$ cat src/rtl/mem_write_buffer.sv
`default_nettype none
// +----------------------------------------------------------------------------+
// | mem_write_buffer                                                           |
// | Circular FIFO of ALU memory writes, drained to memory over valid/ready.    |
// | Optional MEM_WRITE_BUFFER_COALESCE_EN: merge a write into the newest entry |
// | when the addresses match.                                                  |
// | Revision: 1.0                                                              |
// +----------------------------------------------------------------------------+
module mem_write_buffer #(
  parameter  int mem_addr_width = 16,
  parameter  int depth          = 4,
  localparam int REG_WIDTH      = 32
) (
  input  logic                         clk_i,
  input  logic                         reset_ni,
  input  logic                         w_valid_i,
  input  logic [mem_addr_width-1:0]    w_addr_i,
  input  logic [REG_WIDTH-1:0]         w_write_i,
  output logic                         full_o,
  output logic                         empty_o,
  output logic [$clog2(depth+1)-1:0]   count_o,
  output logic                         overflow_o,
  output logic                         m_valid_o,
  output logic [mem_addr_width-1:0]    m_addr_o,
  output logic [REG_WIDTH-1:0]         m_data_o,
  input  logic                         m_ready_i
);

  localparam int c_ptr_w = $clog2(depth);
  localparam int c_cnt_w = $clog2(depth+1);

  localparam logic [c_ptr_w-1:0] c_ptr_one = c_ptr_w'(1);
  localparam logic [c_cnt_w-1:0] c_cnt_one = c_cnt_w'(1);
  localparam logic [c_cnt_w-1:0] c_depth   = c_cnt_w'(depth);

  logic [mem_addr_width-1:0] r_addr_mem [depth];
  logic [REG_WIDTH-1:0]      r_data_mem [depth];

  logic [c_ptr_w-1:0] r_head;
  logic [c_ptr_w-1:0] r_tail;
  logic [c_cnt_w-1:0] r_count;
  logic               r_overflow;

  logic w_full;
  logic w_empty;
  logic w_pop;
  logic w_push;
  logic w_drop;
  logic w_coalesce;

  assign w_full  = (r_count == c_depth);
  assign w_empty = (r_count == '0);
  assign w_pop   = !w_empty && m_ready_i;

`ifdef MEM_WRITE_BUFFER_COALESCE_EN
  logic [c_ptr_w-1:0] w_newest;

  assign w_newest = r_tail - c_ptr_one;

  // The newest entry is also the head when count is 1; if it leaves this
  // cycle the write must become a fresh entry instead of being lost.
  assign w_coalesce = w_valid_i && !w_empty
                   && (r_addr_mem[w_newest] == w_addr_i)
                   && !((r_count == c_cnt_one) && w_pop);
`else
  assign w_coalesce = 1'b0;
`endif

  // Full is judged on registered state only, so a same-cycle pop never frees a slot.
  assign w_push = w_valid_i && !w_full && !w_coalesce;
  assign w_drop = w_valid_i &&  w_full && !w_coalesce;

  always_ff @(posedge clk_i) begin
    if (w_push) begin
      r_addr_mem[r_tail] <= w_addr_i;
      r_data_mem[r_tail] <= w_write_i;
    end
`ifdef MEM_WRITE_BUFFER_COALESCE_EN
    if (w_coalesce) begin
      r_data_mem[w_newest] <= w_write_i;
    end
`endif
  end

  always_ff @(posedge clk_i or negedge reset_ni) begin
    if (!reset_ni) begin
      r_head     <= '0;
      r_tail     <= '0;
      r_count    <= '0;
      r_overflow <= 1'b0;
    end else begin
      if (w_push) begin
        r_tail <= r_tail + c_ptr_one;
      end
      if (w_pop) begin
        r_head <= r_head + c_ptr_one;
      end
      case ({w_push, w_pop})
        2'b10:   r_count <= r_count + c_cnt_one;
        2'b01:   r_count <= r_count - c_cnt_one;
        default: r_count <= r_count;
      endcase
      if (w_drop) begin
        r_overflow <= 1'b1;
      end
    end
  end

  assign full_o     = w_full;
  assign empty_o    = w_empty;
  assign count_o    = r_count;
  assign overflow_o = r_overflow;
  assign m_valid_o  = !w_empty;
  assign m_addr_o   = r_addr_mem[r_head];
  assign m_data_o   = r_data_mem[r_head];

endmodule
`default_nettype wire

$ cat config.mk
export PLATFORM = sky130hd
export DESIGN_NAME = mem_write_buffer
export DESIGN_NICKNAME = d
export VERILOG_FILES = /design/src/rtl/mem_write_buffer.sv
export SDC_FILE = /design/constraint.sdc
export NUM_CORES = 1
export LEC_CHECK = 0
export ABC_CLOCK_PERIOD_IN_PS = 4200
export CAP_MARGIN = 30
export CORE_MARGIN = 4
export CORE_UTILIZATION = 56
export CTS_CLUSTER_SIZE = 24
export DETAILED_ROUTE_END_ITERATION = 10
export PLACE_DENSITY = 0.82
export SYNTH_ARGS = -nofsm -noshare
export SYNTH_HDL_FRONTEND = slang
export SYNTH_SLANG_ARGS = --single-unit
$ cat constraint.sdc
create_clock -name clk_i -period 4.2 [get_ports clk_i]
set_input_delay 1.05 -clock clk_i [delete_from_list [all_inputs] [get_ports clk_i]]
set_output_delay 1.05 -clock clk_i [all_outputs]
set_load 0.02 [all_outputs]
==> run_summary.xml, run 1 <==
<?xml version="1.0" encoding="UTF-8"?>
<metrics>
  <group name="grt">
    <metric name="first_global_vias" unit="">3663</metric>
    <metric name="grt_util_all_layers" unit="">0.1861</metric>
    <metric name="grt_util_met1" unit="">0.2453</metric>
    <metric name="grt_pass1_wl" unit="um">20380</metric>
    <metric name="pin_count_of_the_biggest_net_entering_global_routing" unit="">43</metric>
    <metric name="number_of_antenna_violations_at_the_first_check_in_global_routing" unit="">0</metric>
    <metric name="globalRoute.totalOverflow" unit="">0</metric>
    <metric name="met2_usage" unit="">0.2960</metric>
    <metric name="global_route.peak_usage_layer" unit="">met2</metric>
    <metric name="grt_util_met3" unit="">0.05306</metric>
  </group>
  <group name="clock_tree">
    <metric name="post-cts-setup-buffer-count" unit="">0</metric>
    <metric name="clock_tree.root_cell" unit="">sky130_fd_sc_hd__clkbuf_16</metric>
    <metric name="path_clk_slew" unit="ns">0.06</metric>
    <metric name="cts-htree-levels" unit="">4</metric>
    <metric name="cts_num_sinks" unit="">200</metric>
    <metric name="cts_repair_resize_count" unit="">0</metric>
    <metric name="cts_tree" unit="">done</metric>
    <metric name="insertion_delay" unit="ns">0.42</metric>
    <metric name="clock_tree.buffer_depth" unit="">2</metric>
    <metric name="postCtsHoldBufs" unit="">0</metric>
    <metric name="numCtsBuffers" unit="">17</metric>
  </group>
  <group name="final_layout">
    <metric name="drive_above_1_share" unit="">0.2084</metric>
    <metric name="num-nets-final" unit="">472</metric>
    <metric name="diodes" unit="">0</metric>
    <metric name="mostFrequentLayoutCells" unit="">sky130_fd_sc_hd__edfxtp_1, sky130_fd_sc_hd__clkdlybuf4s50_1, sky130_fd_sc_hd__mux4_2, sky130_fd_sc_hd__clkbuf_16, sky130_fd_sc_hd__clkbuf_1</metric>
    <metric name="post_layout_nonfiller_instances" unit="">599</metric>
    <metric name="final_common_cell" unit="">sky130_fd_sc_hd__edfxtp_1</metric>
    <metric name="syn2layout_area_growth" unit="%">24.45</metric>
    <metric name="n_fill_cell" unit="">756</metric>
    <metric name="ff_latch_area" unit="um^2">5971</metric>
    <metric name="finish.utilization" unit="">0.7239</metric>
    <metric name="multi_input_gate_area" unit="um^2">1334</metric>
  </group>
  <group name="drt">
    <metric name="dr.first_iter.drc_count" unit="">277</metric>
    <metric name="route.antenna.remaining_nets" unit="">0</metric>
    <metric name="drt-pass1-iter-count" unit="">4</metric>
    <metric name="via_per_inst" unit="">5.584</metric>
    <metric name="drt_drc_violations_left" unit="">0</metric>
    <metric name="post_drt_wl_per_cell" unit="um">21.63</metric>
    <metric name="vias" unit="">3345</metric>
    <metric name="sum_of_routed_wire_length_over_all_layers" unit="um">12960</metric>
  </group>
  <group name="critical_path">
    <metric name="timing.critical_path.arrival" unit="ns">2.61</metric>
    <metric name="reg2reg_to" unit="">count_o[2]</metric>
    <metric name="timing.critical_path.to_type" unit="">output pin</metric>
    <metric name="timing.critical_path.slowest_cell_delay" unit="ns">0.76</metric>
    <metric name="worst-path-stages" unit="">3</metric>
    <metric name="reg2regPathDepth" unit="">9</metric>
    <metric name="worstPathBufferInverterCount" unit="">2</metric>
    <metric name="worst_setup_path_endpoint" unit="">m_addr_o[6]</metric>
    <metric name="worst_r2r_src" unit="">count_o[0]</metric>
    <metric name="timing.critical_path.max_delay_family" unit="">buffers and inverters</metric>
    <metric name="r2r_setup_slack" unit="ns">2.16</metric>
    <metric name="critPathRequiredTime" unit="ns">3.15</metric>
    <metric name="start_kind" unit="">flip-flop</metric>
    <metric name="worstPathCellList" unit="">buf_4 &gt; mux4_2 &gt; clkdlybuf4s50_1</metric>
    <metric name="cpMaxStageDelayCell" unit="">sky130_fd_sc_hd__dfrtp_4</metric>
    <metric name="critical_path_class" unit="">flip-flop to output pin</metric>
    <metric name="setup.worst_path.start" unit="">r_head[0]</metric>
    <metric name="timing.critical_path.fanout_max" unit="">25</metric>
  </group>
  <group name="power">
    <metric name="design_internal_power" unit="W">0.004792</metric>
    <metric name="power.ir.vdd_worst" unit="uV">442.5</metric>
    <metric name="power_frac_comb" unit="">0.354</metric>
    <metric name="total_switching_power" unit="W">0.002013</metric>
    <metric name="pwr-share-seq" unit="">0.419</metric>
    <metric name="netSwitchingFraction" unit="">0.2958</metric>
    <metric name="clockPowerShare" unit="">0.227</metric>
    <metric name="total_power" unit="W">0.006805</metric>
    <metric name="leakagePower" unit="nW">3.054</metric>
    <metric name="power.density_cell_area" unit="nW/um^2">733.0</metric>
  </group>
  <group name="timing">
    <metric name="maxSlewHeadroom" unit="">0.6585</metric>
    <metric name="final_hold_viol_count" unit="">0</metric>
    <metric name="max_freq" unit="MHz">273.4</metric>
    <metric name="fin_skew" unit="ns">0.004808</metric>
    <metric name="finalCritPeriodShare" unit="">0.8709</metric>
    <metric name="setup_viol" unit="">0</metric>
    <metric name="setup-tns-final" unit="ns">0</metric>
    <metric name="grt_setup_unrepaired" unit="">false</metric>
    <metric name="timing.final.crit_period" unit="ns">3.658</metric>
    <metric name="hold_ws" unit="ns">0.4646</metric>
    <metric name="worst-slew-pin-transition" unit="ns">0.5122</metric>
    <metric name="final_max_slew_viol_count" unit="">0</metric>
  </group>
  <group name="floorplan">
    <metric name="die-width" unit="um">123.4</metric>
    <metric name="placementRows" unit="">41</metric>
    <metric name="core_region_area" unit="um^2">12820</metric>
    <metric name="floorplan.die_area" unit="um^2">15230</metric>
    <metric name="floorplan.die.height" unit="um">123.4</metric>
    <metric name="floorplan.io_pins" unit="">107</metric>
    <metric name="initial_standard_cell_utilization_of_the_core" unit="">0.5817</metric>
  </group>
  <group name="placement">
    <metric name="portBuffers" unit="">106</metric>
    <metric name="place_hpwl" unit="um">8097</metric>
    <metric name="dp.cells" unit="">567</metric>
    <metric name="finalWeightedCongestion" unit="">0.7811</metric>
  </group>
  <group name="synth">
    <metric name="postSynthNetCount" unit="">349</metric>
    <metric name="yosys-top-cells-area" unit="">sky130_fd_sc_hd__edfxtp_1, sky130_fd_sc_hd__mux4_2, sky130_fd_sc_hd__dfrtp_1, sky130_fd_sc_hd__buf_12, sky130_fd_sc_hd__ha_1</metric>
    <metric name="synthesis.yosys.warnings" unit="">0</metric>
    <metric name="synth.ff_latch_count" unit="">200</metric>
    <metric name="post_synth.cell_area_avg" unit="um^2">25.63</metric>
    <metric name="synth-seq-area-share" unit="">0.7997</metric>
    <metric name="synthCells" unit="">291</metric>
    <metric name="synthDominantCellAreaShare" unit="">0.7729</metric>
    <metric name="synthDistinctLibCells" unit="">22</metric>
    <metric name="netlist_area" unit="um^2">7460</metric>
    <metric name="synth_largest_area_cell" unit="">sky130_fd_sc_hd__edfxtp_1</metric>
  </group>
  <group name="job">
    <metric name="number_of_max_cap_violations" unit="">0</metric>
  </group>
  <group name="outcome">
    <metric name="run_status" unit="">finished, final reports clean</metric>
  </group>
  <group name="hold_path">
    <metric name="worstHoldPathType" unit="">flip-flop to flip-flop</metric>
  </group>
</metrics>
cell families after synthesis:
kind of cell	count (synthesis)	share of synthesized area
flip-flops	200	0.7997
AND/OR/NAND/NOR	9	0.009559
AO/OA/AOI/OAI	2	0.002181
buffers and inverters	18	0.02214
adder cells (fa/ha/maj)	6	0.01107
multiplexers	50	0.1483
XOR/XNOR	6	0.007046
power by group through the flow:
stage	Clock (W)	Combinational, W	Sequential (W)
after floorplan	0	0.00158	0.00280
after global placement	0	0.00243	0.00287
after detailed placement	0	0.00245	0.00290
after CTS	0.00158	0.00246	0.00286
after global routing	0.00167	0.00257	0.00290
final	0.00154	0.00241	0.00285
synth_stat cells:
| cell | number |
|---|---|
| sky130_fd_sc_hd__a21o_1 | 1 |
| sky130_fd_sc_hd__and2_1 | 4 |
| sky130_fd_sc_hd__buf_12 | 5 |
| sky130_fd_sc_hd__buf_2 | 4 |
| sky130_fd_sc_hd__buf_4 | 1 |
| sky130_fd_sc_hd__buf_6 | 1 |
| sky130_fd_sc_hd__dfrtp_1 | 8 |
| sky130_fd_sc_hd__edfxtp_1 | 192 |
| sky130_fd_sc_hd__fa_1 | 1 |
| sky130_fd_sc_hd__ha_1 | 5 |
| sky130_fd_sc_hd__inv_1 | 7 |
| sky130_fd_sc_hd__mux2_4 | 1 |
| sky130_fd_sc_hd__mux2i_1 | 1 |
| sky130_fd_sc_hd__mux4_2 | 48 |
| sky130_fd_sc_hd__nand2_1 | 1 |
| sky130_fd_sc_hd__nor2_1 | 1 |
| sky130_fd_sc_hd__nor2b_4 | 1 |
| sky130_fd_sc_hd__nor3b_4 | 1 |
| sky130_fd_sc_hd__o31a_1 | 1 |
| sky130_fd_sc_hd__or3_1 | 1 |
| sky130_fd_sc_hd__xnor2_1 | 3 |
| sky130_fd_sc_hd__xor2_1 | 3 |
worst min-delay path by stage:
stage | from | cells past startpoint | end
finish | overflow_o | 1 | overflow_o
global route | overflow_o | 1 | overflow_o
CTS | overflow_o | 1 | overflow_o
floorplan | r_tail[1] | 1 | r_tail[1]
detailed placement | overflow_o | 1 | overflow_o
global placement | overflow_o | 1 | overflow_o
worst register-to-register path: cells and delay by family (launching register included):
| family | cells | cell delay, ns |
|---|---|---|
| and+or+nand+nor | 3 | 0.51 |
| adders and majority gates | 2 | 0.55 |
| xor gates and xnor gates | 2 | 0.30 |
| buffers and inverters | 2 | 0.14 |
| DFF | 1 | 0.47 |
registers in the layout, indices dropped and copies added (netlist names):
register	cells
r_tail	2
r_addr_mem	64
r_head	2
r_data_mem	128
count_o	3
overflow_o	1
area by class of cell:
cell class | count | share of cell area
inverter | 7 | 0.002830
sequential | 200 | 0.6431
multi-input combinational | 73 | 0.1437
clock inverter | 4 | 0.007817
clock buffer | 28 | 0.05243
tap | 172 | 0.02318
timing repair buffer | 115 | 0.1270
metrics by stage:
step | cell area [um^2] | worst slack (ns)
global route | 9284 | 0.3533
finish | 9284 | 0.5421
global placement | 8725 | 0.9046
detailed placement | 8725 | 0.9178
CTS | 9284 | 0.4599
floorplan | 7460 | 1.367
per-layer routing:
layer	routed length, um	up-vias	share of wire
li1	-	1470	-
met1	5412	1745	0.42
met2	6517	115	0.50
met3	802	15	0.062
met4	225	0	0.017
met5	0	-	0
Note: power is estimated with default switching activity, not from simulation.
==> inputs of run 2 (changes only) <==
Settings changed: DONT_BUFFER_PORTS from default to 1, PLACE_DENSITY 0.82 to 0.71.
==> run 2 against run 1 <==
  * Via count decreased by 13%
  * Power decreased by 8.6%
  * Combinational power decreased by 30%
  * Clock-buffer cell count decreased by 11
  * Critical endpoint is now m_data_o[18]
==> run_summary.xml, run 2 (synthesized netlist as in run 1, its figures left out) <==
<?xml version="1.0" encoding="UTF-8"?>
<metrics>
  <group name="grt">
    <metric name="grt_pass1_wl" unit="um">18850</metric>
    <metric name="pin_count_of_the_biggest_net_entering_global_routing" unit="">42</metric>
    <metric name="number_of_antenna_violations_at_the_first_check_in_global_routing" unit="">0</metric>
    <metric name="first_global_vias" unit="">3215</metric>
    <metric name="globalRoute.totalOverflow" unit="">0</metric>
    <metric name="grt_util_all_layers" unit="">0.1762</metric>
  </group>
  <group name="timing">
    <metric name="timing.final.crit_period" unit="ns">3.162</metric>
    <metric name="setup-tns-final" unit="ns">0</metric>
    <metric name="max_freq" unit="MHz">316.3</metric>
    <metric name="final_hold_viol_count" unit="">0</metric>
    <metric name="final_max_slew_viol_count" unit="">0</metric>
    <metric name="grt_setup_unrepaired" unit="">false</metric>
    <metric name="maxSlewHeadroom" unit="">0.5196</metric>
    <metric name="finalCritPeriodShare" unit="">0.7528</metric>
    <metric name="setup_viol" unit="">0</metric>
    <metric name="worst-slew-pin-transition" unit="ns">0.7206</metric>
    <metric name="fin_skew" unit="ns">0.01248</metric>
  </group>
  <group name="critical_path">
    <metric name="timing.critical_path.fanout_max" unit="">30</metric>
    <metric name="critical_path_class" unit="">flip-flop to output pin</metric>
    <metric name="timing.critical_path.arrival" unit="ns">2.11</metric>
    <metric name="start_kind" unit="">flip-flop</metric>
    <metric name="r2r_setup_slack" unit="ns">1.83</metric>
    <metric name="timing.critical_path.slowest_cell_delay" unit="ns">0.69</metric>
    <metric name="cpMaxStageDelayCell" unit="">sky130_fd_sc_hd__dfrtp_4</metric>
    <metric name="critPathRequiredTime" unit="ns">3.15</metric>
    <metric name="timing.critical_path.max_delay_family" unit="">flip-flops</metric>
    <metric name="worstPathBufferInverterCount" unit="">1</metric>
    <metric name="timing.critical_path.to_type" unit="">output pin</metric>
    <metric name="reg2reg_to" unit="">r_data_mem[0][13]</metric>
    <metric name="worst_r2r_src" unit="">count_o[0]</metric>
    <metric name="worstPathCellList" unit="">buf_12 &gt; mux4_2</metric>
    <metric name="reg2regPathDepth" unit="">4</metric>
  </group>
  <group name="final_layout">
    <metric name="n_fill_cell" unit="">833</metric>
    <metric name="mostFrequentLayoutCells" unit="">sky130_fd_sc_hd__edfxtp_1, sky130_fd_sc_hd__mux4_2, sky130_fd_sc_hd__clkbuf_16, sky130_fd_sc_hd__buf_4</metric>
    <metric name="num-nets-final" unit="">366</metric>
    <metric name="finish.utilization" unit="">0.6425</metric>
    <metric name="diodes" unit="">0</metric>
    <metric name="top_register" unit="">r_data_mem</metric>
    <metric name="drive_above_1_share" unit="">0.3053</metric>
    <metric name="largest_register_ffs" unit="">128</metric>
    <metric name="syn2layout_area_growth" unit="%">10.47</metric>
    <metric name="final_common_cell" unit="">sky130_fd_sc_hd__edfxtp_1</metric>
  </group>
  <group name="drt">
    <metric name="via_per_inst" unit="">5.874</metric>
    <metric name="drt_drc_violations_left" unit="">0</metric>
    <metric name="sum_of_routed_wire_length_over_all_layers" unit="um">12250</metric>
    <metric name="drt-pass1-iter-count" unit="">4</metric>
    <metric name="route.antenna.remaining_nets" unit="">0</metric>
    <metric name="post_drt_wl_per_cell" unit="um">24.85</metric>
    <metric name="vias" unit="">2896</metric>
    <metric name="dr.first_iter.drc_count" unit="">221</metric>
  </group>
  <group name="power">
    <metric name="power.ir.vdd_worst" unit="uV">385.3</metric>
    <metric name="power_frac_comb" unit="">0.272</metric>
    <metric name="clockPowerShare" unit="">0.268</metric>
    <metric name="design_internal_power" unit="W">0.004237</metric>
    <metric name="leakagePower" unit="nW">2.664</metric>
    <metric name="total_switching_power" unit="W">0.001986</metric>
    <metric name="pwr-share-seq" unit="">0.460</metric>
    <metric name="total_power" unit="W">0.006223</metric>
    <metric name="power.density_cell_area" unit="nW/um^2">755.1</metric>
    <metric name="netSwitchingFraction" unit="">0.3191</metric>
  </group>
  <group name="clock_tree">
    <metric name="cts_tree" unit="">done</metric>
    <metric name="cts-htree-levels" unit="">4</metric>
    <metric name="cts_num_sinks" unit="">200</metric>
    <metric name="clock_tree.root_cell" unit="">sky130_fd_sc_hd__clkbuf_16</metric>
    <metric name="clock_tree.buffer_depth" unit="">2</metric>
    <metric name="postCtsHoldBufs" unit="">0</metric>
    <metric name="insertion_delay" unit="ns">0.43</metric>
    <metric name="path_clk_slew" unit="ns">0.07</metric>
    <metric name="numCtsBuffers" unit="">17</metric>
    <metric name="cts_repair_resize_count" unit="">0</metric>
    <metric name="post-cts-setup-buffer-count" unit="">0</metric>
  </group>
  <group name="placement">
    <metric name="portBuffers" unit="">0</metric>
    <metric name="place_hpwl" unit="um">7622</metric>
    <metric name="finalWeightedCongestion" unit="">0.7151</metric>
  </group>
  <group name="floorplan">
    <metric name="floorplan.die_area" unit="um^2">15230</metric>
    <metric name="core_region_area" unit="um^2">12820</metric>
    <metric name="initial_standard_cell_utilization_of_the_core" unit="">0.5817</metric>
    <metric name="floorplan.io_pins" unit="">107</metric>
    <metric name="die-width" unit="um">123.4</metric>
    <metric name="floorplan.die.height" unit="um">123.4</metric>
    <metric name="placementRows" unit="">41</metric>
  </group>
  <group name="job">
    <metric name="number_of_max_cap_violations" unit="">0</metric>
  </group>
  <group name="hold_path">
    <metric name="worstHoldPathType" unit="">primary input to async pin</metric>
  </group>
  <group name="outcome">
    <metric name="run_status" unit="">finished, final reports clean</metric>
  </group>
</metrics>
[run 2: worst max-delay path by stage]
stage | to | slack (ns) | startpoint | cells after the start
2_1_floorplan | r_addr_mem[0][0] | 1.37 | w_valid_i | 2
3_3_place_gp | m_data_o[31] | 1.46 | r_head[0] | 2
3_5_place_dp | m_data_o[18] | 1.45 | r_head[0] | 2
4_1_cts | m_data_o[18] | 0.98 | r_head[0] | 2
5_1_grt | m_data_o[18] | 0.89 | r_head[0] | 2
6_report | m_data_o[18] | 1.04 | r_head[0] | 2
[run 2: cell type report]
type / instances / area (um^2) / share of cell area
Multi-Input combinational cell: 73 / 1334 / 0.1619
Sequential cell: 200 / 5971 / 0.7246
Timing Repair Buffer: 9 / 80.08 / 0.009718
Tap cell: 172 / 215.2 / 0.02612
Clock buffer: 17 / 425.4 / 0.05162
Clock inverter: 15 / 188.9 / 0.02293
Inverter: 7 / 26.28 / 0.003189
[run 2: power groups by stage]
| stage | sequential (W) | clock (W) | combinational (W) |
|---|---|---|---|
| after floorplan | 0.00280 | 0 | 0.00158 |
| after global placement | 0.00289 | 0 | 0.00170 |
| after detailed placement | 0.00291 | 0 | 0.00174 |
| after CTS | 0.00287 | 0.00169 | 0.00175 |
| after global routing | 0.00291 | 0.00179 | 0.00182 |
| final | 0.00286 | 0.00167 | 0.00169 |
[run 2: worst reg2reg max path: stages, from the launching register on]
cell and delay [ns]:
sky130_fd_sc_hd__dfrtp_1 0.60, sky130_fd_sc_hd__nor3b_4 0.15, sky130_fd_sc_hd__nor2b_4 0.23, sky130_fd_sc_hd__and2_2 0.48
sky130_fd_sc_hd__buf_4 0.52
[run 2: through the flow]
stage                     std cells  area (um^2)  hold slack, ns  setup WS [ns]
final                           493         8240          0.3052          1.038
after global routing            493         8240          0.2826         0.8858
after CTS                       493         8240          0.2919         0.9784
after detailed placement        461         7626          0.5926          1.453
after global placement          461         7626          0.5481          1.462
after floorplan                 291         7460          0.5348          1.367
[run 2: metal layers]
layer	vias to the layer above	global-route usage	wire, um
met2	118	0.2810	6210
met5	-	0	0
met3	17	0.07594	1242
met4	0	0.07059	216
met1	1502	0.2139	4580
li1	1259	-	-
==> inputs of run 3 (changes only) <==
Settings changed: ABC_CLOCK_PERIOD_IN_PS 4200 to 2600, PLACE_DENSITY 0.71 to 0.74.
Clock period 4.2 ns to 2.6 ns, I/O delays scaled along.
==> run 3 against run 2 <==
  * Clock power grew 61%
  * Clock-buffer cell count unchanged
  * Power up 65%
  * Largest power group unchanged
==> run_summary.xml, run 3 (synthesized netlist as in run 1, its figures left out) <==
<?xml version="1.0" encoding="UTF-8"?>
<metrics>
  <group name="timing">
    <metric name="grt_setup_unrepaired" unit="">false</metric>
    <metric name="finalCritPeriodShare" unit="">0.9597</metric>
    <metric name="setup-tns-final" unit="ns">0</metric>
    <metric name="setup_viol" unit="">0</metric>
    <metric name="max_freq" unit="MHz">400.8</metric>
    <metric name="final_max_slew_viol_count" unit="">0</metric>
    <metric name="fin_skew" unit="ns">0.009909</metric>
    <metric name="timing.final.crit_period" unit="ns">2.495</metric>
    <metric name="worst-slew-pin-transition" unit="ns">0.4937</metric>
    <metric name="final_hold_viol_count" unit="">0</metric>
    <metric name="maxSlewHeadroom" unit="">0.6709</metric>
  </group>
  <group name="final_layout">
    <metric name="final_common_cell" unit="">sky130_fd_sc_hd__edfxtp_1</metric>
    <metric name="drive_above_1_share" unit="">0.3202</metric>
    <metric name="finish.utilization" unit="">0.6554</metric>
    <metric name="top_register" unit="">r_data_mem</metric>
    <metric name="design_area" unit="um^2">8406</metric>
    <metric name="syn2layout_area_growth" unit="%">12.68</metric>
    <metric name="diodes" unit="">0</metric>
    <metric name="mostFrequentLayoutCells" unit="">sky130_fd_sc_hd__edfxtp_1, sky130_fd_sc_hd__mux4_2, sky130_fd_sc_hd__clkbuf_16, sky130_fd_sc_hd__buf_4</metric>
    <metric name="num-nets-final" unit="">376</metric>
    <metric name="largest_register_ffs" unit="">128</metric>
    <metric name="n_fill_cell" unit="">847</metric>
  </group>
  <group name="grt">
    <metric name="grt_util_all_layers" unit="">0.1764</metric>
    <metric name="grt_pass1_wl" unit="um">18860</metric>
    <metric name="pin_count_of_the_biggest_net_entering_global_routing" unit="">34</metric>
    <metric name="first_global_vias" unit="">3205</metric>
    <metric name="globalRoute.totalOverflow" unit="">0</metric>
    <metric name="number_of_antenna_violations_at_the_first_check_in_global_routing" unit="">0</metric>
  </group>
  <group name="job">
    <metric name="number_of_max_cap_violations" unit="">0</metric>
  </group>
  <group name="floorplan">
    <metric name="die-width" unit="um">123.4</metric>
    <metric name="placementRows" unit="">41</metric>
    <metric name="floorplan.io_pins" unit="">107</metric>
    <metric name="floorplan.die_area" unit="um^2">15230</metric>
    <metric name="floorplan.die.height" unit="um">123.4</metric>
    <metric name="initial_standard_cell_utilization_of_the_core" unit="">0.5817</metric>
    <metric name="core_region_area" unit="um^2">12820</metric>
  </group>
  <group name="critical_path">
    <metric name="critical_path_class" unit="">flip-flop to output pin</metric>
    <metric name="timing.critical_path.fanout_max" unit="">18</metric>
    <metric name="timing.critical_path.arrival" unit="ns">1.85</metric>
    <metric name="timing.critical_path.slowest_cell_delay" unit="ns">0.62</metric>
    <metric name="critPathRequiredTime" unit="ns">1.95</metric>
    <metric name="cpMaxStageDelayCell" unit="">sky130_fd_sc_hd__mux4_2</metric>
    <metric name="timing.critical_path.to_type" unit="">output pin</metric>
    <metric name="start_kind" unit="">flip-flop</metric>
    <metric name="worstPathBufferInverterCount" unit="">1</metric>
    <metric name="timing.critical_path.max_delay_family" unit="">multiplexers</metric>
    <metric name="worstPathCellList" unit="">buf_12 &gt; mux4_2</metric>
  </group>
  <group name="drt">
    <metric name="dr.first_iter.drc_count" unit="">227</metric>
    <metric name="drt_drc_violations_left" unit="">0</metric>
    <metric name="post_drt_wl_per_cell" unit="um">24.24</metric>
    <metric name="route.antenna.remaining_nets" unit="">0</metric>
    <metric name="vias" unit="">2897</metric>
    <metric name="via_per_inst" unit="">5.759</metric>
    <metric name="drt-pass1-iter-count" unit="">4</metric>
    <metric name="sum_of_routed_wire_length_over_all_layers" unit="um">12190</metric>
  </group>
  <group name="outcome">
    <metric name="run_status" unit="">finished, final reports clean</metric>
  </group>
  <group name="clock_tree">
    <metric name="numCtsBuffers" unit="">17</metric>
    <metric name="cts_num_sinks" unit="">200</metric>
    <metric name="path_clk_slew" unit="ns">0.07</metric>
    <metric name="cts_repair_resize_count" unit="">0</metric>
    <metric name="clock_tree.buffer_depth" unit="">2</metric>
    <metric name="cts-htree-levels" unit="">4</metric>
    <metric name="insertion_delay" unit="ns">0.42</metric>
    <metric name="cts_tree" unit="">done</metric>
    <metric name="clock_tree.root_cell" unit="">sky130_fd_sc_hd__clkbuf_16</metric>
  </group>
  <group name="placement">
    <metric name="place_hpwl" unit="um">7930</metric>
    <metric name="finalWeightedCongestion" unit="">0.6812</metric>
    <metric name="post_dp_cell_area" unit="um^2">7761</metric>
    <metric name="portBuffers" unit="">0</metric>
  </group>
  <group name="power">
    <metric name="leakagePower" unit="nW">2.735</metric>
    <metric name="power.density_cell_area" unit="nW/um^2">1218</metric>
    <metric name="power.ir.vdd_worst" unit="uV">695.4</metric>
  </group>
  <group name="hold_path">
    <metric name="worstHoldPathType" unit="">primary input to flip-flop</metric>
  </group>
</metrics>
[run 3: worst reg2reg max path: cells and delay by family, from the launching register on]
family	cells	cell delay [ns]
adders and majority gates	2	0.54
DFF	1	0.53
and+or+nand+nor	3	0.53
xor gates and xnor gates	2	0.31
buffers and inverters	2	0.14
[run 3: final timing paths]
| path | start | endpoint | slack [ns] | cells after the start |
|---|---|---|---|---|
| max | r_head[0] | m_data_o[20] | 0.10 | 2 |
| min | w_write_i[26] | r_data_mem[3][26] | 0.32 | 0 |
| max reg2reg | count_o[0] | count_o[2] | 0.48 | 9 |
| min reg2reg | r_tail[1] | r_tail[1] | 0.59 | 1 |
| max in group asynchronous | reset_ni | r_head[0] | 1.74 | 1 |
| min in group asynchronous | reset_ni | overflow_o | 0.57 | 1 |
[run 3: final cells by class]
type                            count  area (um^2)  area share
Clock buffer                       17        425.4     0.05061
Timing Repair Buffer               19        240.2     0.02858
Sequential cell                   200         5971      0.7103
Multi-Input combinational cell     73         1334      0.1587
Inverter                            7        26.28    0.003126
Clock inverter                     15        193.9     0.02307
Tap cell                          172        215.2     0.02560
[run 3: timing repair]
action                     4_1_cts  5_1_grt
setup endpoints to repair       34        0
hold endpoints to repair         8        0
buffers inserted                 1        0
hold buffers                     1        0
[run 3: layer usage]
layer	track usage	vias to the layer above	share of wire
met5	0	-	0
li1	-	1273	-
met1	0.2127	1515	0.37
met3	0.07045	14	0.091
met2	0.2871	95	0.52
met4	0.07059	0	0.016
[run 3: report_power, final]
group          internal (W)  total [W]  switching [W]
Combinational       0.00118    0.00300        0.00182
Sequential          0.00427    0.00455       0.000280
Clock               0.00161    0.00269        0.00108
Total               0.00707     0.0102        0.00318
[run 3: through the flow]
stage,setup WS [ns],total power (W),cells,hold slack [ns]
floorplan,0.1152,0.007078,291,0.3544
finish,0.1047,0.01024,503,0.3217
detailed placement,0.3774,0.007679,469,0.3546
global placement,0.3745,0.007593,469,0.3546
CTS,0.04597,0.01042,503,0.3016
global route,0.009881,0.01075,503,0.2956
